===== config.mk =====
export PLATFORM = sky130hd
export DESIGN_NAME = multicycle_control_fsm
export DESIGN_NICKNAME = d
export VERILOG_FILES = /design/src/rtl/multicycle_control_fsm.sv
export SDC_FILE = /design/constraint.sdc
export NUM_CORES = 1
export LEC_CHECK = 0
export BUFFER_PORTS_ARGS = -buffer_cell sky130_fd_sc_hd__buf_4
export CAP_MARGIN = 15
export CORE_MARGIN = 3
export CORE_UTILIZATION = 45
export DETAILED_ROUTE_END_ITERATION = 16
export GPL_TIMING_DRIVEN = 0
export PLACE_DENSITY = 0.83
export SETUP_SLACK_MARGIN = 0.1
export SYNTH_ARGS = -nofsm -noshare
export SYNTH_HDL_FRONTEND = slang
export SYNTH_SLANG_ARGS = --single-unit

===== constraint.sdc =====
create_clock -name clk -period 2.25 [get_ports clk]
set_input_delay 0.5625 -clock clk [delete_from_list [all_inputs] [get_ports clk]]
set_output_delay 0.5625 -clock clk [all_outputs]
set_load 0.005 [all_outputs]

===== src/rtl/multicycle_control_fsm.sv =====
`default_nettype none
// ============================================================================
//  Module      : multicycle_control_fsm
//  Description : Main control FSM of a multicycle MIPS datapath. Walks each
//                instruction through fetch, decode, execute, memory and
//                writeback, driving ALU op, mux selects and write enables.
//                Stalls on mem_ready and flags undecodable opcodes.
//  Revision    : 1.0 - initial release
// ============================================================================
module multicycle_control_fsm #(
  parameter int STATE_W = 4
) (
  input  logic               clk,
  input  logic               reset,
  input  logic [5:0]         opcode,
  input  logic               zero,
  input  logic               mem_ready,
  output logic [1:0]         alu_op,
  output logic               alu_src_a,
  output logic [1:0]         alu_src_b,
  output logic [1:0]         pc_src,
  output logic               iord,
  output logic               mem_read,
  output logic               mem_write,
  output logic               ir_write,
  output logic               reg_dst,
  output logic               mem_to_reg,
  output logic               reg_write,
  output logic               pc_en,
  output logic               illegal_op,
  output logic               retire,
  output logic [STATE_W-1:0] state
);

  localparam logic [5:0] c_OP_RTYPE = 6'b000000;
  localparam logic [5:0] c_OP_LW    = 6'b100011;
  localparam logic [5:0] c_OP_SW    = 6'b101011;
  localparam logic [5:0] c_OP_BEQ   = 6'b000100;
  localparam logic [5:0] c_OP_ADDI  = 6'b001000;
  localparam logic [5:0] c_OP_J     = 6'b000010;

  typedef enum logic [STATE_W-1:0] {
    S_FETCH   = STATE_W'(0),
    S_DECODE  = STATE_W'(1),
    S_MEMADR  = STATE_W'(2),
    S_MEMRD   = STATE_W'(3),
    S_MEMWB   = STATE_W'(4),
    S_MEMWR   = STATE_W'(5),
    S_EXECUTE = STATE_W'(6),
    S_ALUWB   = STATE_W'(7),
    S_BRANCH  = STATE_W'(8),
    S_ADDIEX  = STATE_W'(9),
    S_ADDIWB  = STATE_W'(10),
    S_JUMP    = STATE_W'(11)
  } state_t;

  state_t r_state;
  state_t w_next;
  logic   w_pc_write;
  logic   w_branch;

  assign state = r_state;

  // State register; reset returns to FETCH immediately
  always_ff @(posedge clk or posedge reset) begin
    if (reset) r_state <= S_FETCH;
    else       r_state <= w_next;
  end

  // Next-state and output decode from the registered state
  always_comb begin
    w_next     = S_FETCH;
    w_pc_write = 1'b0;
    w_branch   = 1'b0;
    alu_op     = 2'b00;
    alu_src_a  = 1'b0;
    alu_src_b  = 2'b00;
    pc_src     = 2'b00;
    iord       = 1'b0;
    mem_read   = 1'b0;
    mem_write  = 1'b0;
    ir_write   = 1'b0;
    reg_dst    = 1'b0;
    mem_to_reg = 1'b0;
    reg_write  = 1'b0;
    illegal_op = 1'b0;
    retire     = 1'b0;

    case (r_state)
      S_FETCH: begin
        mem_read   = 1'b1;
        alu_src_b  = 2'b01;
        ir_write   = mem_ready;
        w_pc_write = mem_ready;
        w_next     = mem_ready ? S_DECODE : S_FETCH;
      end
      S_DECODE: begin
        // Branch target is precomputed here while the opcode is decoded
        alu_src_b = 2'b11;
        case (opcode)
          c_OP_LW, c_OP_SW: w_next = S_MEMADR;
          c_OP_RTYPE:       w_next = S_EXECUTE;
          c_OP_BEQ:         w_next = S_BRANCH;
          c_OP_ADDI:        w_next = S_ADDIEX;
          c_OP_J:           w_next = S_JUMP;
          default: begin
            illegal_op = 1'b1;
            retire     = 1'b1;
            w_next     = S_FETCH;
          end
        endcase
      end
      S_MEMADR: begin
        alu_src_a = 1'b1;
        alu_src_b = 2'b10;
        if (opcode == c_OP_LW)      w_next = S_MEMRD;
        else if (opcode == c_OP_SW) w_next = S_MEMWR;
        else                        w_next = S_FETCH;
      end
      S_MEMRD: begin
        mem_read = 1'b1;
        iord     = 1'b1;
        w_next   = mem_ready ? S_MEMWB : S_MEMRD;
      end
      S_MEMWB: begin
        reg_write  = 1'b1;
        mem_to_reg = 1'b1;
        retire     = 1'b1;
      end
      S_MEMWR: begin
        mem_write = 1'b1;
        iord      = 1'b1;
        retire    = mem_ready;
        w_next    = mem_ready ? S_FETCH : S_MEMWR;
      end
      S_EXECUTE: begin
        alu_src_a = 1'b1;
        alu_op    = 2'b10;
        w_next    = S_ALUWB;
      end
      S_ALUWB: begin
        reg_write = 1'b1;
        reg_dst   = 1'b1;
        retire    = 1'b1;
      end
      S_BRANCH: begin
        alu_src_a = 1'b1;
        alu_op    = 2'b01;
        pc_src    = 2'b01;
        w_branch  = 1'b1;
        retire    = 1'b1;
      end
      S_ADDIEX: begin
        alu_src_a = 1'b1;
        alu_src_b = 2'b10;
        w_next    = S_ADDIWB;
      end
      S_ADDIWB: begin
        reg_write = 1'b1;
        retire    = 1'b1;
      end
      S_JUMP: begin
        pc_src     = 2'b10;
        w_pc_write = 1'b1;
        retire     = 1'b1;
      end
      default: w_next = S_FETCH;
    endcase

    pc_en = w_pc_write | (w_branch & zero);

    // Reset overrides the decode so no enable can glitch while it is held
    if (reset) begin
      alu_op     = 2'b00;
      alu_src_a  = 1'b0;
      alu_src_b  = 2'b01;
      pc_src     = 2'b00;
      iord       = 1'b0;
      mem_read   = 1'b0;
      mem_write  = 1'b0;
      ir_write   = 1'b0;
      reg_dst    = 1'b0;
      mem_to_reg = 1'b0;
      reg_write  = 1'b0;
      pc_en      = 1'b0;
      illegal_op = 1'b0;
      retire     = 1'b0;
    end
  end

endmodule
`default_nettype wire


# Word-level counts from Yosys, hierarchy flattened
# Cells that the tools add are included.
# totals
register_bits	4
wordCells	66
input_bits	10
output_inout_bits	21
# op_classes
n_reduce_logical	10
eq_ne	16
mux	37
n_bitwise	2
# ops
cell	n
$pmux W4 S7	1
$mux W1	23
$pmux W4 S5	1
$eq A4 B3 Y1 const B	4
$eq A4 B4 Y1 const B	4
$eq A6 B6 Y1 const B	2
$mux W3	4
$eq A4 B2 Y1 const B	2
$pmux W2 S2	2
$reduce_or A2 Y1	4
$eq A6 B2 Y1 const B	1
$eq A6 B3 Y1 const B	1
$eq A6 B4 Y1 const B	1
$logic_not A6 Y1	1
$mux W2	3
$pmux W2 S3	1
$reduce_or A6 Y1	1
$reduce_or A5 Y1	1
$eq A4 B1 Y1 const B	1
$logic_not A4 Y1	1
$reduce_or A4 Y1	1
$pmux W1 S3	1
$reduce_or A3 Y1	1
$pmux W1 S2	1
2 further kinds	2

# Logic depth before layout (Yosys ltp)
# Gate-level depths: netlist of the first run.
# depth
ltp_word	5
depth_mapped	6
ltp_nobuf	4

# Least setup slack after synthesis of the first run
# OpenSTA, ideal clock, no wires.
# synth_timing
path_kind	input port to output port
from	in opcode[5]
to	out retire
t_required_ps	1688
path_slack_ps	290
path_stages	4
arrival_time_ps	1397
path_buffers	0
cell_sequence	and3_1 > o21ai_2 > nand4_1 > a2111oi_2
# synth_via
elab_chain_len	5
elab_cells_between_ends	10
classes_between	eq/ne: 5; mux: 3; reduce/logical: 2
# synth_rtl
item	line	source
from (decl)	15	input logic [5:0] opcode,
$eq A6 B6 Y1 (tied with other cells)	100	case (opcode)
$reduce_or A6 Y1 (no source line) *	-	
$mux W1 *	100	
$pmux W1 S3 *	89	case (r_state)
$mux W1 *	173	if (reset) begin
to (decl)	31	output logic retire,
# Mark *: on every way between the ends. The rest lies on a longest branch, timed or not.

# Final worst setup path of the first run
# layout_timing
from	in opcode[2]
to	out retire
# Same word-level chain as after synthesis.

==> impl_metrics.env, run 1 <==
export IMPL_status="finished with violations"
export IMPL_violations="negative setup slack"
export IMPL_cts_hold_buf=0
export IMPL_pwr_share_clk_pct=25.9
export IMPL_intPower_mw=0.230
export IMPL_synth_edf_count=0
export IMPL_areaGrowthSynthToFinish_pct=50.5
export IMPL_ir_drop_mv=0.216
export IMPL_combPwrFrac_pct=51.6
export IMPL_crit_path_end_kind="output port"
export IMPL_cts_root_buf="clkbuf_4"
export IMPL_largest_reg_flops=4
export IMPL_power_mw=0.354
export IMPL_overflow=0
export IMPL_antenna_left=0
export IMPL_cts_buffers=3
export IMPL_p_per_area_nw_per_um2=335
export IMPL_portBuffers=29
export IMPL_gp_congestion=0.884
export IMPL_grt_usage_pct=23.7
export IMPL_avgSynthCellArea_um2=7.45
export IMPL_critPathArrivalTime_ns=1.70
export IMPL_post_route_min_period_ns=2.26
export IMPL_insertion_delay_ns=0.24
export IMPL_rows=13
export IMPL_drtIter0Drc=49
export IMPL_start_util_pct=50.7
export IMPL_yosysSeqAreaShare_pct=14.3
export IMPL_clk_pin_slew_ns=0.04
export IMPL_yosysWarnings=0
export IMPL_synth_async_sr_flop_share_pct=100
export IMPL_dieArea_um2=2070
export IMPL_rsz0062_at_grt="yes"
export IMPL_setup_violations=1
export IMPL_routedWlPerCell_um=15.3
export IMPL_p_sw_share_pct=35.0
export IMPL_fmax_mhz=442
export IMPL_maxSlewHeadroom_pct=78.8
export IMPL_worstHoldPathType="primary input to async pin"
export IMPL_rrSetupSlack_ns=0.75
export IMPL_fin_worst_skew_ns=0.00140
export IMPL_synth_area_um2=701
export IMPL_worst_r2r_endpoint="state[0]"
export IMPL_routed_wl_mm=2.26
export IMPL_synth_seq_cells=4
export IMPL_io_pins=31
export IMPL_routed_via_density=6.09
export IMPL_cts_tree="built"
export IMPL_yosys_area_top_type_share_pct=14.3
export IMPL_grt_max_degree=11
export IMPL_synth_ff_type="dfrtp_1"
export IMPL_cellLeakagePower_nw=0.480
export IMPL_reg2reg_depth=5
export IMPL_fill_cells=109
export IMPL_hpwlAfterDp_mm=1.61
export IMPL_hold_slack_ns=0.254
export IMPL_p_sw_mw=0.124
export IMPL_antenna_found_initial=0
export IMPL_worst_slack_ns=-0.0146
export IMPL_yosysTopAreaCell="dfrtp_1"
export IMPL_drc=0
export IMPL_htreeDepth=1
export IMPL_start_kind="primary input"
export IMPL_synth_cells=94
export IMPL_slew_viol_final=0
export IMPL_yosys_top_cells_area="dfrtp_1 (14%), buf_6 (6.4%), o21ai_0 (5.7%)"
export IMPL_r2r_start="state[2]"
export IMPL_grt_pass1_vias=836
export IMPL_path_class="primary input to output port"
export IMPL_power_frac_seq_pct=22.6
export IMPL_nets=145
export IMPL_vias=902
export IMPL_die_w_um=45.5
export IMPL_tns_ns=-0.0146
export IMPL_maxCapViolations=0
export IMPL_diodes=0
export IMPL_synth_common_cells="nor2_1 (10), o21ai_0 (8), nand2_1 (6), nor3_1 (6)"
export IMPL_synth_fp_nets=104
export IMPL_worstPathMaxFanout=2
export IMPL_clock_path_buffers=2
export IMPL_grt_pass1_wl_mm=3.62
export IMPL_yosysMostFrequentCell="nor2_1"
export IMPL_hold_viol=0
export IMPL_firstDrtPassIters=4
export IMPL_drive_gt1_share_pct=48.1
export IMPL_synth_cell_types=40
export IMPL_cp_data_required_time_ns=1.69
export IMPL_period_share_pct=101
export IMPL_cts_sinks=4
export IMPL_coreArea_um2=1380
export IMPL_die_height_um=45.5
export IMPL_worst_pin_slew_ns=0.315
## area by class of cell
cell class,count,area (um2),share of cell area (%)
sequential,4,100,9.49
buffer,9,92.6,8.78
clock buffer,3,22.5,2.14
tap,15,18.8,1.78
inverter,3,15.0,1.42
multi-input combinational,78,524,49.7
timing repair buffer,36,282,26.7
## per-stage QoR
step	utilization, %	instances	setup slack, ns	instance area, um2
floorplan	-	94	0.290	701
global placement	67.8	138	-0.0480	937
detailed placement	67.8	138	-0.0782	937
CTS	74.9	147	0.0341	1040
global route	76.3	148	-0.0652	1050
finish	76.3	148	-0.0146	1050
## logic make-up after synthesis
group	count (synthesis)	share of synthesized area (%)
compound gates	24	24.1
xor+xnor	3	3.75
buf+inv	12	14.3
flops	4	14.3
mux	1	1.61
simple gates	50	42.0
## what timing repair did
action / in CTS / in global routing
pin swaps: 5 / 3
setup endpoints to repair: 2 / 7
setup buffers: 6 / 1
resized for setup: 9 / 6
## worst max-delay path by stage
stage                        end  cells past startpoint  slack, ns       from
after detailed placement  retire                      6      -0.08  opcode[1]
after global routing      retire                      6      -0.07  opcode[2]
final                     retire                      6      -0.01  opcode[2]
after floorplan           retire                      4       0.29  opcode[5]
after global placement    retire                      6      -0.05  opcode[1]
after CTS                 retire                      6       0.03  opcode[2]
## critical path, stage by stage
cell and delay [ns]:
buf_8 0.10, xor2_2 0.16, o211ai_2 0.19, nand4_1 0.15
a2111oi_2 0.37, buf_4 0.17
## layer usage
metal	GRT usage, %	vias up	routed length, um
li1	-	424	-
met1	28.3	418	822
met2	40.1	52	1180
met3	1.98	8	200
met4	14.6	0	52
met5	0	-	0
## power by group through the flow
stage	logic (mW)	clock network (mW)	registers, mW
finish	0.182	0.0915	0.0798
global route	0.199	0.100	0.0804
CTS	0.178	0.0932	0.0797
detailed placement	0.160	0	0.0807
global placement	0.155	0	0.0806
floorplan	0.0987	0	0.0809
## placed cells by master, fill, tap and decap left out, drive strengths merged, types with 2 or more instances in the layout
cell type | synthesis | routed
o211ai | 3 | 3
a21oi | 4 | 4
inv | 3 | 2
nand2 | 6 | 6
dfrtp | 4 | 4
nand2b | 2 | 2
o21ai | 9 | 9
nor2 | 10 | 10
buf | 6 | 41
or2 | 2 | 2
clkbuf | 3 | 7
xor2 | 3 | 3
nor3 | 6 | 6
nor4 | 5 | 5
nor3b | 2 | 2
nand3b | 4 | 4
nor2b | 2 | 2
nand3 | 4 | 4
Note: power is estimated with default switching activity, not from simulation.
==> inputs of run 2 (changes only) <==
ABC_AREA = 1   (was default)
PLACE_DENSITY = 0.92   (was 0.83)
==> run 2 against run 1 <==
Effect of this change: highest routed layer unchanged; sequential power is 3.3% higher; worst hold slack gained 0.056 ns; count of clock-buffer cells in the layout stayed put; clock power shrank 5.9%; critical path depth grew 2; cell count increased by 1.4%; largest power group unchanged; critical endpoint unchanged; routed wire length shrank 27%; maximum frequency is 11% higher; the run now ends clean; die area is 14% lower; non-clock buffer count shrank 14.
==> impl_metrics.env, run 2 <==
export IMPL_critPathArrivalTime_ns=1.47
export IMPL_rrSetupSlack_ns=1.09
export IMPL_clock_path_buffers=2
export IMPL_post_place_ws_ns=0.225
export IMPL_period_share_pct=90.3
export IMPL_final_core_util_pct=72.3
export IMPL_drc=0
export IMPL_worst_slack_ns=0.218
export IMPL_yosysMostFrequentCell="nor2_1"
export IMPL_portBuffers=29
export IMPL_fin_worst_skew_ns=0.00215
export IMPL_vias=767
export IMPL_hpwlAfterDp_mm=1.45
export IMPL_dieArea_um2=1780
export IMPL_antenna_left=0
export IMPL_p_sw_share_pct=34.5
export IMPL_cts_hold_buf=0
export IMPL_ir_drop_mv=0.401
export IMPL_fmax_mhz=492
export IMPL_p_per_area_nw_per_um2=340
export IMPL_yosysSeqAreaShare_pct=17.0
export IMPL_slew_viol_final=0
export IMPL_avgSynthCellArea_um2=5.67
export IMPL_grt_usage_pct=18.8
export IMPL_grt_pass1_vias=667
export IMPL_routedWlPerCell_um=11.0
export IMPL_yosysWarnings=0
export IMPL_worst_pin_slew_ns=0.241
export IMPL_nets=148
export IMPL_cts_tree="built"
export IMPL_pwr_share_clk_pct=29.9
export IMPL_post_route_min_period_ns=2.03
export IMPL_synth_cell_types=21
export IMPL_yosys_area_top_type_share_pct=17.0
export IMPL_htreeDepth=1
export IMPL_antenna_found_initial=0
export IMPL_clk_pin_slew_ns=0.04
export IMPL_cts_setup_buffers=0
export IMPL_areaGrowthSynthToFinish_pct=43.7
export IMPL_tns_ns=0
export IMPL_layout_commonest_cell="buf_4"
export IMPL_final_cell_mix="buf_4 (29), nor2_1 (17), inv_1 (15), nand2_1 (15), nor2_2 (10)"
export IMPL_cp_data_required_time_ns=1.69
export IMPL_routed_via_density=5.11
export IMPL_die_w_um=42.2
export IMPL_maxCapViolations=0
export IMPL_setup_violations=0
export IMPL_largest_reg_flops=4
export IMPL_die_height_um=42.2
export IMPL_cts_buffers=3
export IMPL_combPwrFrac_pct=41.4
export IMPL_gp_congestion=0.878
export IMPL_p_sw_mw=0.0993
export IMPL_cts_root_buf="clkbuf_4"
export IMPL_synth_fp_nets=114
export IMPL_worstHoldPathType="primary input to async pin"
export IMPL_grt_max_degree=11
export IMPL_routed_wl_mm=1.64
export IMPL_synth_area_um2=589
export IMPL_critical_path_max_stage_delay_ns=0.22
export IMPL_crit_path_end_kind="output port"
export IMPL_synth_edf_count=0
export IMPL_start_kind="primary input"
export IMPL_synth_cells=104
export IMPL_drive_gt1_share_pct=45.6
export IMPL_power_mw=0.288
export IMPL_insertion_delay_ns=0.23
export IMPL_cpMostUsedCell="buf_4"
export IMPL_power_frac_seq_pct=28.7
export IMPL_yosys_top_cells_area="dfrtp_1 (17%), nor2_1 (11%), nor2_2 (11%)"
export IMPL_rsz0062_at_grt="no"
export IMPL_grt_pass1_wl_mm=2.66
export IMPL_diodes=0
export IMPL_worstPathMaxFanout=4
export IMPL_cellLeakagePower_nw=0.468
export IMPL_synth_async_sr_flop_share_pct=100
export IMPL_intPower_mw=0.188
export IMPL_hold_viol=0
export IMPL_path_cells="buf_4 -> nor2_1 -> nand3_2 -> nand2_2 -> nor2_2 -> nand3_1 -> a21oi_2 -> buf_4"
export IMPL_synth_ff_type="dfrtp_1"
export IMPL_yosysTopAreaCell="dfrtp_1"
export IMPL_start_util_pct=50.3
export IMPL_drtIter0Drc=11
export IMPL_overflow=0
export IMPL_cts_sinks=4
export IMPL_synth_common_cells="nor2_1 (17), inv_1 (15), nand2_1 (15)"
export IMPL_coreArea_um2=1170
export IMPL_rows=12
export IMPL_maxSlewHeadroom_pct=83.8
export IMPL_hold_slack_ns=0.310
export IMPL_io_pins=31
export IMPL_cts_resized=0
export IMPL_synth_seq_cells=4
export IMPL_firstDrtPassIters=4
export IMPL_path_class="primary input to output port"
export IMPL_critPathSlowestCell="nor2_1"
export IMPL_status="completed"
run 2: power by group through the flow:
stage          registers (mW)  clock network (mW)  logic [mW]
2_1_floorplan          0.0830                   0      0.0662
3_3_place_gp           0.0833                   0       0.115
3_5_place_dp           0.0832                   0       0.118
4_1_cts                0.0823              0.0923       0.119
5_1_grt                0.0834               0.102       0.131
6_report               0.0824              0.0861       0.119
run 2: worst paths after layout:
kind	startpoint	endpoint	depth (start not counted)
min in group clk	opcode[3]	state[2]	3
max reg2reg	state[1]	state[1]	6
min	reset	state[3]	2
max in group asynchronous	reset	state[2]	2
min reg2reg	state[3]	state[3]	2
max	opcode[2]	retire	8
run 2: routing by layer:
layer	GRT usage, %	share of wire (%)	vias to the layer above
met5	0	0	-
met4	7.45	1.4	0
met3	3.86	7.9	2
met2	35.3	53	38
met1	19.9	38	335
li1	-	-	392
run 2: cells by family after synthesis:
| kind of cell | synth area share (%) |
|---|---|
| AOI/OAI and AO/OA | 14.0 |
| DFF | 17.0 |
| buffers and inverters | 16.6 |
| and+or+nand+nor | 52.4 |
run 2: cell type report:
class	count	area [um2]
multi-input cells	75	392
fillers	113	324
repair buffers	29	218
flip-flops and latches	4	100
inverters	23	88.8
clock buffers	3	22.5
well taps	14	17.5
plain buffers	2	8.76
run 2: critical path: cells and delay by family:
family	cells	cell delay [ns]
compound gates	1	0.06
buf+inv	2	0.27
simple gates	5	0.59
run 2: stage by stage:
step	instance area, um2	cells
6_report	847	150
5_1_grt	847	150
4_1_cts	847	150
3_5_place_dp	825	147
3_3_place_gp	825	147
2_1_floorplan	589	104
==> inputs of run 3 (changes only) <==
CORE_AREA = 3 3 40 42   (was default)
CORE_MARGIN = default   (was 3)
CORE_UTILIZATION = default   (was 45)
DIE_AREA = 0 0 43 45   (was default)
PLACE_DENSITY = 0.91   (was 0.92)
==> run 3 against run 2 <==
Effect of this change: die area is 8.7% higher; first-iteration DRC count increased by 55%; largest power group unchanged; worst setup slack improved by 0.023 ns.
==> impl_metrics.env, run 3 (synthesis results as in run 2) <==
export IMPL_status="completed"
export IMPL_p_sw_mw=0.101
export IMPL_areaGrowthSynthToFinish_pct=43.9
export IMPL_routed_wl_mm=1.53
export IMPL_crit_path_end_kind="output port"
export IMPL_overflow=0
export IMPL_cts_resized=0
export IMPL_cts_buffers=3
export IMPL_io_pins=31
export IMPL_grt_max_degree=11
export IMPL_cpMostUsedCell="buf_4"
export IMPL_layout_commonest_cell="buf_4"
export IMPL_vias=724
export IMPL_p_sw_share_pct=35.0
export IMPL_routed_via_density=4.79
export IMPL_antenna_left=0
export IMPL_path_class="primary input to output port"
export IMPL_dieArea_um2=1940
export IMPL_maxSlewHeadroom_pct=82.5
export IMPL_worstHoldPathType="primary input to async pin"
export IMPL_clock_path_buffers=2
export IMPL_critPathArrivalTime_ns=1.45
export IMPL_drtIter0Drc=17
export IMPL_cts_hold_buf=0
export IMPL_final_cell_mix="buf_4 (29), nor2_1 (17), inv_1 (15), nand2_1 (15), nor2_2 (10)"
export IMPL_grt_pass1_wl_mm=2.52
export IMPL_post_route_min_period_ns=2.01
export IMPL_pwr_share_clk_pct=31.1
export IMPL_start_util_pct=45.9
export IMPL_cts_setup_buffers=0
export IMPL_antenna_found_initial=0
export IMPL_die_height_um=45
export IMPL_hpwlAfterDp_mm=1.34
export IMPL_routedWlPerCell_um=10.1
export IMPL_intPower_mw=0.188
export IMPL_portBuffers=29
export IMPL_maxCapViolations=0
export IMPL_worst_path_buf_inv=2
export IMPL_fin_worst_skew_ns=0.00836
export IMPL_fmax_mhz=498
export IMPL_critPathSlowestCell="nor2_1"
export IMPL_path_cells="buf_4 -> nor2_1 -> nand3_2 -> nand2_2 -> nor2_2 -> nand3_1 -> a21oi_2 -> buf_4"
export IMPL_clk_pin_slew_ns=0.04
export IMPL_cts_sinks=4
export IMPL_worst_slack_ns=0.241
export IMPL_cts_tree="built"
export IMPL_start_kind="primary input"
export IMPL_period_share_pct=89.3
export IMPL_worst_pin_slew_ns=0.262
export IMPL_critical_path_max_stage_delay_ns=0.20
export IMPL_combPwrFrac_pct=40.5
export IMPL_nets=148
export IMPL_htreeDepth=1
export IMPL_setup_violations=0
export IMPL_grt_pass1_vias=670
export IMPL_die_w_um=43
export IMPL_firstDrtPassIters=4
export IMPL_power_frac_seq_pct=28.4
export IMPL_slew_viol_final=0
export IMPL_worstPathMaxFanout=4
export IMPL_gp_congestion=0.872
export IMPL_rsz0062_at_grt="no"
export IMPL_rows=13
export IMPL_cp_top_family="simple AND/OR/NAND/NOR gates"
export IMPL_cellLeakagePower_nw=0.468
export IMPL_grt_usage_pct=16.8
export IMPL_post_place_ws_ns=0.238
export IMPL_hold_viol=0
export IMPL_tns_ns=0
export IMPL_cts_root_buf="clkbuf_4"
export IMPL_cp_data_required_time_ns=1.69
export IMPL_rrSetupSlack_ns=1.09
export IMPL_ir_drop_mv=0.379
export IMPL_p_per_area_nw_per_um2=342
export IMPL_insertion_delay_ns=0.24
export IMPL_drc=0
export IMPL_coreArea_um2=1280
export IMPL_largest_reg_flops=4
export IMPL_diodes=0
export IMPL_drive_gt1_share_pct=45.6
[run 3: cell counts in the layout (fill, tap and decap cells not counted)]
Identical to the previous run, type by type.
[run 3: path summary, 6_finish.rpt]
check,cells after the start,endpoint,start
min,2,state[3],reset
min in group clk,3,state[2],opcode[3]
min reg2reg,2,state[3],state[3]
max reg2reg,5,state[1],state[1]
max,8,retire,opcode[2]
max in group asynchronous,2,state[2],reset
[run 3: layout make-up]
cell class | count | area [um2]
fill | 118 | 437
inverter | 23 | 88.8
timing repair buffer | 29 | 218
clock buffer | 3 | 22.5
tap | 15 | 18.8
sequential | 4 | 100
buffer | 2 | 8.76
multi-input combinational | 75 | 392
[run 3: stage by stage]
step / cell area [um2] / hold WS (ns) / power (mW) / cells / util, %
after floorplan: 589 / 0.504 / 0.149 / 104 / -
after global placement: 826 / 0.546 / 0.198 / 148 / 64.3
after detailed placement: 826 / 0.559 / 0.201 / 148 / 64.3
after CTS: 848 / 0.307 / 0.295 / 151 / 66.0
after global routing: 848 / 0.345 / 0.316 / 151 / 66.0
final: 848 / 0.313 / 0.290 / 151 / 66.0
[run 3: power groups by stage]
stage	sequential (mW)	clock, mW	combinational (mW)
2_1_floorplan	0.0830	0	0.0662
5_1_grt	0.0832	0.102	0.131
4_1_cts	0.0823	0.0942	0.118
3_3_place_gp	0.0830	0	0.115
6_report	0.0823	0.0901	0.117
3_5_place_dp	0.0832	0	0.118
[run 3: worst register-to-register path, delay by kind of cell, from the launching register on]
family          cells  cell delay (ns)
flops               1             0.39
simple gates        2             0.25
compound gates      1             0.20
buf+inv             2             0.18
[run 3: routing by layer]
layer	vias up	routed length (um)	track usage, %
li1	390	-	-
met1	311	612	17.6
met2	23	821	34.1
met3	0	94	4.78
met4	0	0	1.81
met5	-	0	0
